File: config.mk
export PLATFORM = sky130hd
export DESIGN_NAME = multicycle_control_flat
export DESIGN_NICKNAME = d
export VERILOG_FILES = /design/src/rtl/multicycle_control_if.sv /design/src/rtl/multicycle_control.sv /design/src/flat_wrapper.sv
export SDC_FILE = /design/constraint.sdc
export NUM_CORES = 1
export LEC_CHECK = 0
export CAP_MARGIN = 0
export CORE_MARGIN = 2
export CORE_UTILIZATION = 35
export CTS_CLUSTER_DIAMETER = 50
export DETAILED_ROUTE_END_ITERATION = 16
export PLACE_DENSITY = 0.79
export SLEW_MARGIN = 5
export SYNTH_ARGS = -nofsm -noshare
export SYNTH_HDL_FRONTEND = slang
export SYNTH_SLANG_ARGS = --single-unit
export TNS_END_PERCENT = 30
File: constraint.sdc
create_clock -name clk -period 1.84 [get_ports clk]
set_input_delay 0.184 -clock clk [delete_from_list [all_inputs] [get_ports clk]]
set_output_delay 0.184 -clock clk [all_outputs]
set_load 0.005 [all_outputs]
File: src/rtl/multicycle_control_if.sv
// rtl/multicycle_control_if.sv - control bus between the multicycle controller and its datapath
interface multicycle_control_if;
    logic [5:0] opcode;
    logic [5:0] funct;
    logic       zero;
    logic       mem_ready;
    logic       pc_write;
    logic [1:0] pc_source;
    logic       i_or_d;
    logic       mem_read;
    logic       mem_write;
    logic       ir_write;
    logic       reg_dst;
    logic       mem_to_reg;
    logic       reg_write;
    logic [1:0] alu_src_a;
    logic [1:0] alu_src_b;
    logic       negate_b;
    logic [3:0] alu_operation;
    logic       illegal_op;
    logic [3:0] state;

    modport master (
        input  opcode, funct, zero, mem_ready,
        output pc_write, pc_source, i_or_d, mem_read, mem_write, ir_write,
               reg_dst, mem_to_reg, reg_write, alu_src_a, alu_src_b,
               negate_b, alu_operation, illegal_op, state
    );

    modport slave (
        output opcode, funct, zero, mem_ready,
        input  pc_write, pc_source, i_or_d, mem_read, mem_write, ir_write,
               reg_dst, mem_to_reg, reg_write, alu_src_a, alu_src_b,
               negate_b, alu_operation, illegal_op, state
    );
endinterface

File: src/rtl/multicycle_control.sv
// rtl/multicycle_control.sv - multicycle MIPS control FSM (add/and/or/sll/lw/sw/beq)
// Optional j instruction is enabled by defining MULTICYCLE_JUMP_EN.
`ifndef ALU_OPERATION_AND
`define ALU_OPERATION_AND 4'b0000
`endif
`ifndef ALU_OPERATION_OR
`define ALU_OPERATION_OR  4'b0001
`endif
`ifndef ALU_OPERATION_ADD
`define ALU_OPERATION_ADD 4'b0010
`endif
`ifndef ALU_OPERATION_SLL
`define ALU_OPERATION_SLL 4'b0011
`endif

module multicycle_control (
    input  logic                 clk,
    input  logic                 reset,
    multicycle_control_if.master bus
);
    localparam logic [3:0] S_FETCH     = 4'd0;
    localparam logic [3:0] S_DECODE    = 4'd1;
    localparam logic [3:0] S_MEM_ADDR  = 4'd2;
    localparam logic [3:0] S_MEM_READ  = 4'd3;
    localparam logic [3:0] S_MEM_WB    = 4'd4;
    localparam logic [3:0] S_MEM_WRITE = 4'd5;
    localparam logic [3:0] S_EXECUTE   = 4'd6;
    localparam logic [3:0] S_R_WB      = 4'd7;
    localparam logic [3:0] S_BRANCH    = 4'd8;
`ifdef MULTICYCLE_JUMP_EN
    localparam logic [3:0] S_JUMP      = 4'd9;
    localparam logic [5:0] OP_J        = 6'b000010;
`endif

    localparam logic [5:0] OP_RTYPE = 6'b000000;
    localparam logic [5:0] OP_LW    = 6'b100011;
    localparam logic [5:0] OP_SW    = 6'b101011;
    localparam logic [5:0] OP_BEQ   = 6'b000100;

    localparam logic [5:0] FN_ADD = 6'b100000;
    localparam logic [5:0] FN_AND = 6'b100100;
    localparam logic [5:0] FN_OR  = 6'b100101;
    localparam logic [5:0] FN_SLL = 6'b000000;

    logic [3:0] state_q;
    logic [3:0] state_d;
    logic       rtype_ok;
    logic       pc_write_c;
    logic       mem_read_c;
    logic       mem_write_c;
    logic       ir_write_c;
    logic       reg_write_c;

    always_ff @(posedge clk or posedge reset) begin
        if (reset) state_q <= S_FETCH;
        else       state_q <= state_d;
    end

    always_comb begin
        rtype_ok = (bus.opcode == OP_RTYPE) &&
                   ((bus.funct == FN_ADD) || (bus.funct == FN_AND) ||
                    (bus.funct == FN_OR)  || (bus.funct == FN_SLL));
    end

    always_comb begin
        state_d           = S_FETCH;
        pc_write_c        = 1'b0;
        mem_read_c        = 1'b0;
        mem_write_c       = 1'b0;
        ir_write_c        = 1'b0;
        reg_write_c       = 1'b0;
        bus.pc_source     = 2'b00;
        bus.i_or_d        = 1'b0;
        bus.reg_dst       = 1'b0;
        bus.mem_to_reg    = 1'b0;
        bus.alu_src_a     = 2'b00;
        bus.alu_src_b     = 2'b00;
        bus.negate_b      = 1'b0;
        bus.alu_operation = `ALU_OPERATION_ADD;
        bus.illegal_op    = 1'b0;
        case (state_q)
            S_FETCH: begin
                mem_read_c    = 1'b1;
                bus.alu_src_b = 2'b01;
                ir_write_c    = bus.mem_ready;
                pc_write_c    = bus.mem_ready;
                state_d       = bus.mem_ready ? S_DECODE : S_FETCH;
            end
            S_DECODE: begin
                // Branch target is computed speculatively into ALUOut here.
                bus.alu_src_b = 2'b11;
                if (rtype_ok)
                    state_d = S_EXECUTE;
                else if ((bus.opcode == OP_LW) || (bus.opcode == OP_SW))
                    state_d = S_MEM_ADDR;
                else if (bus.opcode == OP_BEQ)
                    state_d = S_BRANCH;
`ifdef MULTICYCLE_JUMP_EN
                else if (bus.opcode == OP_J)
                    state_d = S_JUMP;
`endif
                else
                    bus.illegal_op = 1'b1;
            end
            S_MEM_ADDR: begin
                bus.alu_src_a = 2'b01;
                bus.alu_src_b = 2'b10;
                state_d       = (bus.opcode == OP_LW) ? S_MEM_READ : S_MEM_WRITE;
            end
            S_MEM_READ: begin
                bus.i_or_d = 1'b1;
                mem_read_c = 1'b1;
                state_d    = bus.mem_ready ? S_MEM_WB : S_MEM_READ;
            end
            S_MEM_WB: begin
                bus.mem_to_reg = 1'b1;
                reg_write_c    = 1'b1;
            end
            S_MEM_WRITE: begin
                bus.i_or_d  = 1'b1;
                mem_write_c = 1'b1;
                state_d     = bus.mem_ready ? S_FETCH : S_MEM_WRITE;
            end
            S_EXECUTE: begin
                // sll shifts rt (register B) by shamt, so operand A is reg B.
                bus.alu_src_a = (bus.funct == FN_SLL) ? 2'b10 : 2'b01;
                case (bus.funct)
                    FN_AND:  bus.alu_operation = `ALU_OPERATION_AND;
                    FN_OR:   bus.alu_operation = `ALU_OPERATION_OR;
                    FN_SLL:  bus.alu_operation = `ALU_OPERATION_SLL;
                    default: bus.alu_operation = `ALU_OPERATION_ADD;
                endcase
                state_d = S_R_WB;
            end
            S_R_WB: begin
                bus.reg_dst = 1'b1;
                reg_write_c = 1'b1;
            end
            S_BRANCH: begin
                bus.alu_src_a = 2'b01;
                bus.negate_b  = 1'b1;
                bus.pc_source = 2'b01;
                pc_write_c    = bus.zero;
            end
`ifdef MULTICYCLE_JUMP_EN
            S_JUMP: begin
                bus.pc_source = 2'b10;
                pc_write_c    = 1'b1;
            end
`endif
            default: state_d = S_FETCH;
        endcase
    end

    // Strobes are gated by reset so an aborted access drops without waiting for a clock edge.
    assign bus.pc_write  = pc_write_c  & ~reset;
    assign bus.mem_read  = mem_read_c  & ~reset;
    assign bus.mem_write = mem_write_c & ~reset;
    assign bus.ir_write  = ir_write_c  & ~reset;
    assign bus.reg_write = reg_write_c & ~reset;
    assign bus.state     = state_q;
endmodule

File: src/flat_wrapper.sv
// flat-port wrapper written by rule: the top's interface ports become plain ports
module multicycle_control_flat 
  (clk, reset, bus_opcode, bus_funct, bus_zero, bus_mem_ready, bus_pc_write, bus_pc_source, bus_i_or_d, bus_mem_read, bus_mem_write, bus_ir_write, bus_reg_dst, bus_mem_to_reg, bus_reg_write, bus_alu_src_a, bus_alu_src_b, bus_negate_b, bus_alu_operation, bus_illegal_op, bus_state);
  multicycle_control_if bus_i ();
  input  logic clk;
  input  logic reset;
  input wire logic [$bits(bus_i.opcode)-1:0] bus_opcode;
  input wire logic [$bits(bus_i.funct)-1:0] bus_funct;
  input wire logic [$bits(bus_i.zero)-1:0] bus_zero;
  input wire logic [$bits(bus_i.mem_ready)-1:0] bus_mem_ready;
  output wire logic [$bits(bus_i.pc_write)-1:0] bus_pc_write;
  output wire logic [$bits(bus_i.pc_source)-1:0] bus_pc_source;
  output wire logic [$bits(bus_i.i_or_d)-1:0] bus_i_or_d;
  output wire logic [$bits(bus_i.mem_read)-1:0] bus_mem_read;
  output wire logic [$bits(bus_i.mem_write)-1:0] bus_mem_write;
  output wire logic [$bits(bus_i.ir_write)-1:0] bus_ir_write;
  output wire logic [$bits(bus_i.reg_dst)-1:0] bus_reg_dst;
  output wire logic [$bits(bus_i.mem_to_reg)-1:0] bus_mem_to_reg;
  output wire logic [$bits(bus_i.reg_write)-1:0] bus_reg_write;
  output wire logic [$bits(bus_i.alu_src_a)-1:0] bus_alu_src_a;
  output wire logic [$bits(bus_i.alu_src_b)-1:0] bus_alu_src_b;
  output wire logic [$bits(bus_i.negate_b)-1:0] bus_negate_b;
  output wire logic [$bits(bus_i.alu_operation)-1:0] bus_alu_operation;
  output wire logic [$bits(bus_i.illegal_op)-1:0] bus_illegal_op;
  output wire logic [$bits(bus_i.state)-1:0] bus_state;
  assign bus_i.opcode = bus_opcode;
  assign bus_i.funct = bus_funct;
  assign bus_i.zero = bus_zero;
  assign bus_i.mem_ready = bus_mem_ready;
  assign bus_pc_write = bus_i.pc_write;
  assign bus_pc_source = bus_i.pc_source;
  assign bus_i_or_d = bus_i.i_or_d;
  assign bus_mem_read = bus_i.mem_read;
  assign bus_mem_write = bus_i.mem_write;
  assign bus_ir_write = bus_i.ir_write;
  assign bus_reg_dst = bus_i.reg_dst;
  assign bus_mem_to_reg = bus_i.mem_to_reg;
  assign bus_reg_write = bus_i.reg_write;
  assign bus_alu_src_a = bus_i.alu_src_a;
  assign bus_alu_src_b = bus_i.alu_src_b;
  assign bus_negate_b = bus_i.negate_b;
  assign bus_alu_operation = bus_i.alu_operation;
  assign bus_illegal_op = bus_i.illegal_op;
  assign bus_state = bus_i.state;
  multicycle_control u_core (.clk(clk), .reset(reset), .bus(bus_i));
endmodule
==> reports/qor.txt <==
Final Instance Area = 0.001251 mm2
Die ar. = 0.002040 mm2
Min Clock Period, post-route = 1.855 ns
P_int = 0.0002705 W
hold buffers post-CTS = 0
fin worst setup slack = -0.01451 ns
CP endpoint kind = output port
dpl cell area = 0.001071 mm2
Ys Warns = 0
Syn Inst Count = 79
vias in the first global route = 827
Root Buffer = clkbuf_4
post-route DRC violation count = 0
status = finished with violations
Worst Skew = 0.008717 ns
Final #Nets = 163
Critical Setup Path Class = flop to output port
Antenna Violating Nets Remaining = 0
Port Buf Inserts = 36
Yosys cell types = 36
share of cells above drive strength 1 = 38.62%
later-pin clock latency in the skew report = 0.24 ns
Worst Path Required = 1.66 ns
Reg power frac = 23.9%
RSZ-0062 raised after global routing = true
TritonCTS Sinks = 4
Comb pwr share = 47.7%
Max-Cap Viols = 0
largest net degree at the start of global routing = 14
hpwl dp = 1.700 mm
Slew Viols, Final = 0
routed via count = 889
final worst path period share = 100.8%
Syn Area/Cell = 7.507 um2
maximum fanout along the worst path = 4
Die W = 45.17 um
Min Hold Slack = 0.3094 ns
core area = 0.001541 mm2
total gr overflow = 0
Min-Delay Path Class = input port to asynchronous set/reset pin
Placed Cells = 145
Fillers = 106
Total GRT Usage = 25.41%
# IOs = 40
Reg clk slew, reported paths = 0.04 ns
clock share of power = 28.4%
Worst Path Arrival = 1.67 ns
Initial Util = 38.47%
number of diodes = 0
routability-driven placement congestion ratio = 0.7908
setup TNS = -0.01451 ns
die height = 45.17 um
wl on met1 = 906 um
Leak = 0.6209 nW
met2 wire length = 1.365 mm
metal3 WL = 152 um
FF+latch count, synth = 4
non-filler instance count after layout = 161
max FFs per register = 4
sw frac = 31.14%
num rows = 14
area of the multi-input gates = 488.0 um2
initial DRC count = 30
leading cell type in the layout, fill and taps excluded = buf_4
Mapped Area = 593.1 um2
Total Wirelength = 2.474 mm
Max Clk Rate = 0.5392 GHz
antenna violations before repair = 0
count of final hold-check violations = 0
Net Sw Power = 0.0001223 W
register area share after synthesis = 16.88%
CTS buffer count = 3
CTS tree = yes
Routed WL per cell = 15.37 um
final number of setup-violating endpoints = 1
global-route wire length before repair = 3.684 mm
DR vias/cell = 5.522
failing checks = negative setup slack
clk buf depth = 2
VDD IR-drop max = 0.0003196 V
P&R area growth vs syn = 111.0%
startpoint types = flop
most frequent cells in the layout = buf_4, clkdlybuf4s50_1, dlygate4sd2_1
max layer used = met4
Pre-antenna DRT Iters = 4
register area = 100.1 um2
Cell Pwr Density = 314.0 mW/mm2
H-tree level count = 1
## final timing paths
check / startpoint / to / slack [ns] / depth (start not counted)
max: u_core.bus.state[3] / bus_alu_operation[1] / -0.01 / 4
max in group asynchronous: reset / u_core.bus.state[2] / 1.36 / 2
min reg2reg: u_core.bus.state[3] / u_core.bus.state[0] / 0.65 / 2
min in group clk: bus_funct[2] / u_core.bus.state[1] / 0.62 / 6
min: reset / u_core.bus.state[1] / 0.31 / 2
max reg2reg: u_core.bus.state[3] / u_core.bus.state[1] / 0.43 / 5
## worst max-delay path: stages (launching register included)
cell	delay, ns
dfrtp_1	0.41
nand2b_4	0.16
or3_4	0.39
or2_1	0.22
dlygate4sd2_1	0.26
## per-stage QoR
stage / worst slack (ns) / util (%) / total power, W
after CTS: -0.05432 / 75.57 / 0.0003832
after floorplan: 0.2910 / - / 0.0001616
after detailed placement: -0.4504 / 69.48 / 0.0002681
after global routing: -0.06849 / 81.17 / 0.0004157
after global placement: -0.3818 / 69.48 / 0.0002604
final: -0.01451 / 81.17 / 0.0003929
## synth_stat cells
master / instances / share of area (%)
nor4_1: 1 / 1.1
nor4b_2: 1 / 2.5
inv_1: 2 / 1.3
and3_2: 1 / 1.3
o22a_1: 1 / 1.5
o22ai_1: 1 / 1.1
nor4b_1: 2 / 3.0
a31oi_1: 2 / 2.1
o41ai_1: 1 / 1.5
nor2_1: 8 / 5.1
or2_2: 1 / 1.1
nor4_2: 1 / 2.1
nor3_1: 8 / 6.8
nor2b_1: 2 / 2.1
a2bb2oi_1: 1 / 1.5
buf_2: 3 / 2.5
o31a_1: 2 / 3.0
nand3_1: 1 / 0.84
nand2_1: 5 / 3.2
buf_4: 4 / 5.1
mux2_2: 1 / 1.9
xnor2_1: 1 / 1.5
a21oi_1: 6 / 5.1
dfrtp_1: 4 / 17
or3_1: 2 / 2.1
conb_1: 1 / 0.63
a21oi_2: 1 / 1.5
or2_4: 1 / 1.5
mux2i_1: 2 / 3.4
nor3b_1: 1 / 1.3
or4_4: 1 / 1.9
or3_4: 2 / 3.8
a22oi_1: 1 / 1.3
buf_6: 2 / 3.8
or2_1: 2 / 2.1
nand2b_1: 3 / 3.2
## logic make-up after synthesis
family | synth area share, %
xor+xnor | 1.477
other cells | 0.6323
compound gates | 18.36
simple gates | 44.73
flops | 16.88
buf+inv | 12.66
mux | 5.274
## layer usage
| metal | global-route usage (%) | up-vias |
|---|---|---|
| met2 | 51.71 | 47 |
| li1 | - | 418 |
| met5 | 0 | - |
| met1 | 23.84 | 416 |
| met4 | 12.94 | 0 |
| met3 | 3.200 | 8 |
## power groups by stage
stage	Combinational (W)	Clock (W)	Sequential [W]
6_report	0.000188	0.000111	0.0000938
4_1_cts	0.000176	0.000114	0.0000938
5_1_grt	0.000203	0.000119	0.0000943
2_1_floorplan	0.0000667	0	0.0000949
3_3_place_gp	0.000166	0	0.0000945
3_5_place_dp	0.000173	0	0.0000948
## timing repair
action,CTS,global route
endpoints found under the setup margin,14,7
buffers inserted,7,6
resized for setup,23,15
pin swaps,2,2
## area by class of cell
class | instances | area share [%]
multi-input combinational | 66 | 39.00
clock buffer | 3 | 1.800
inverter | 2 | 0.6000
timing repair buffer | 70 | 49.00
sequential | 4 | 8.000
tap | 16 | 1.600
No activity file was read; power rests on OpenSTA's default activity.
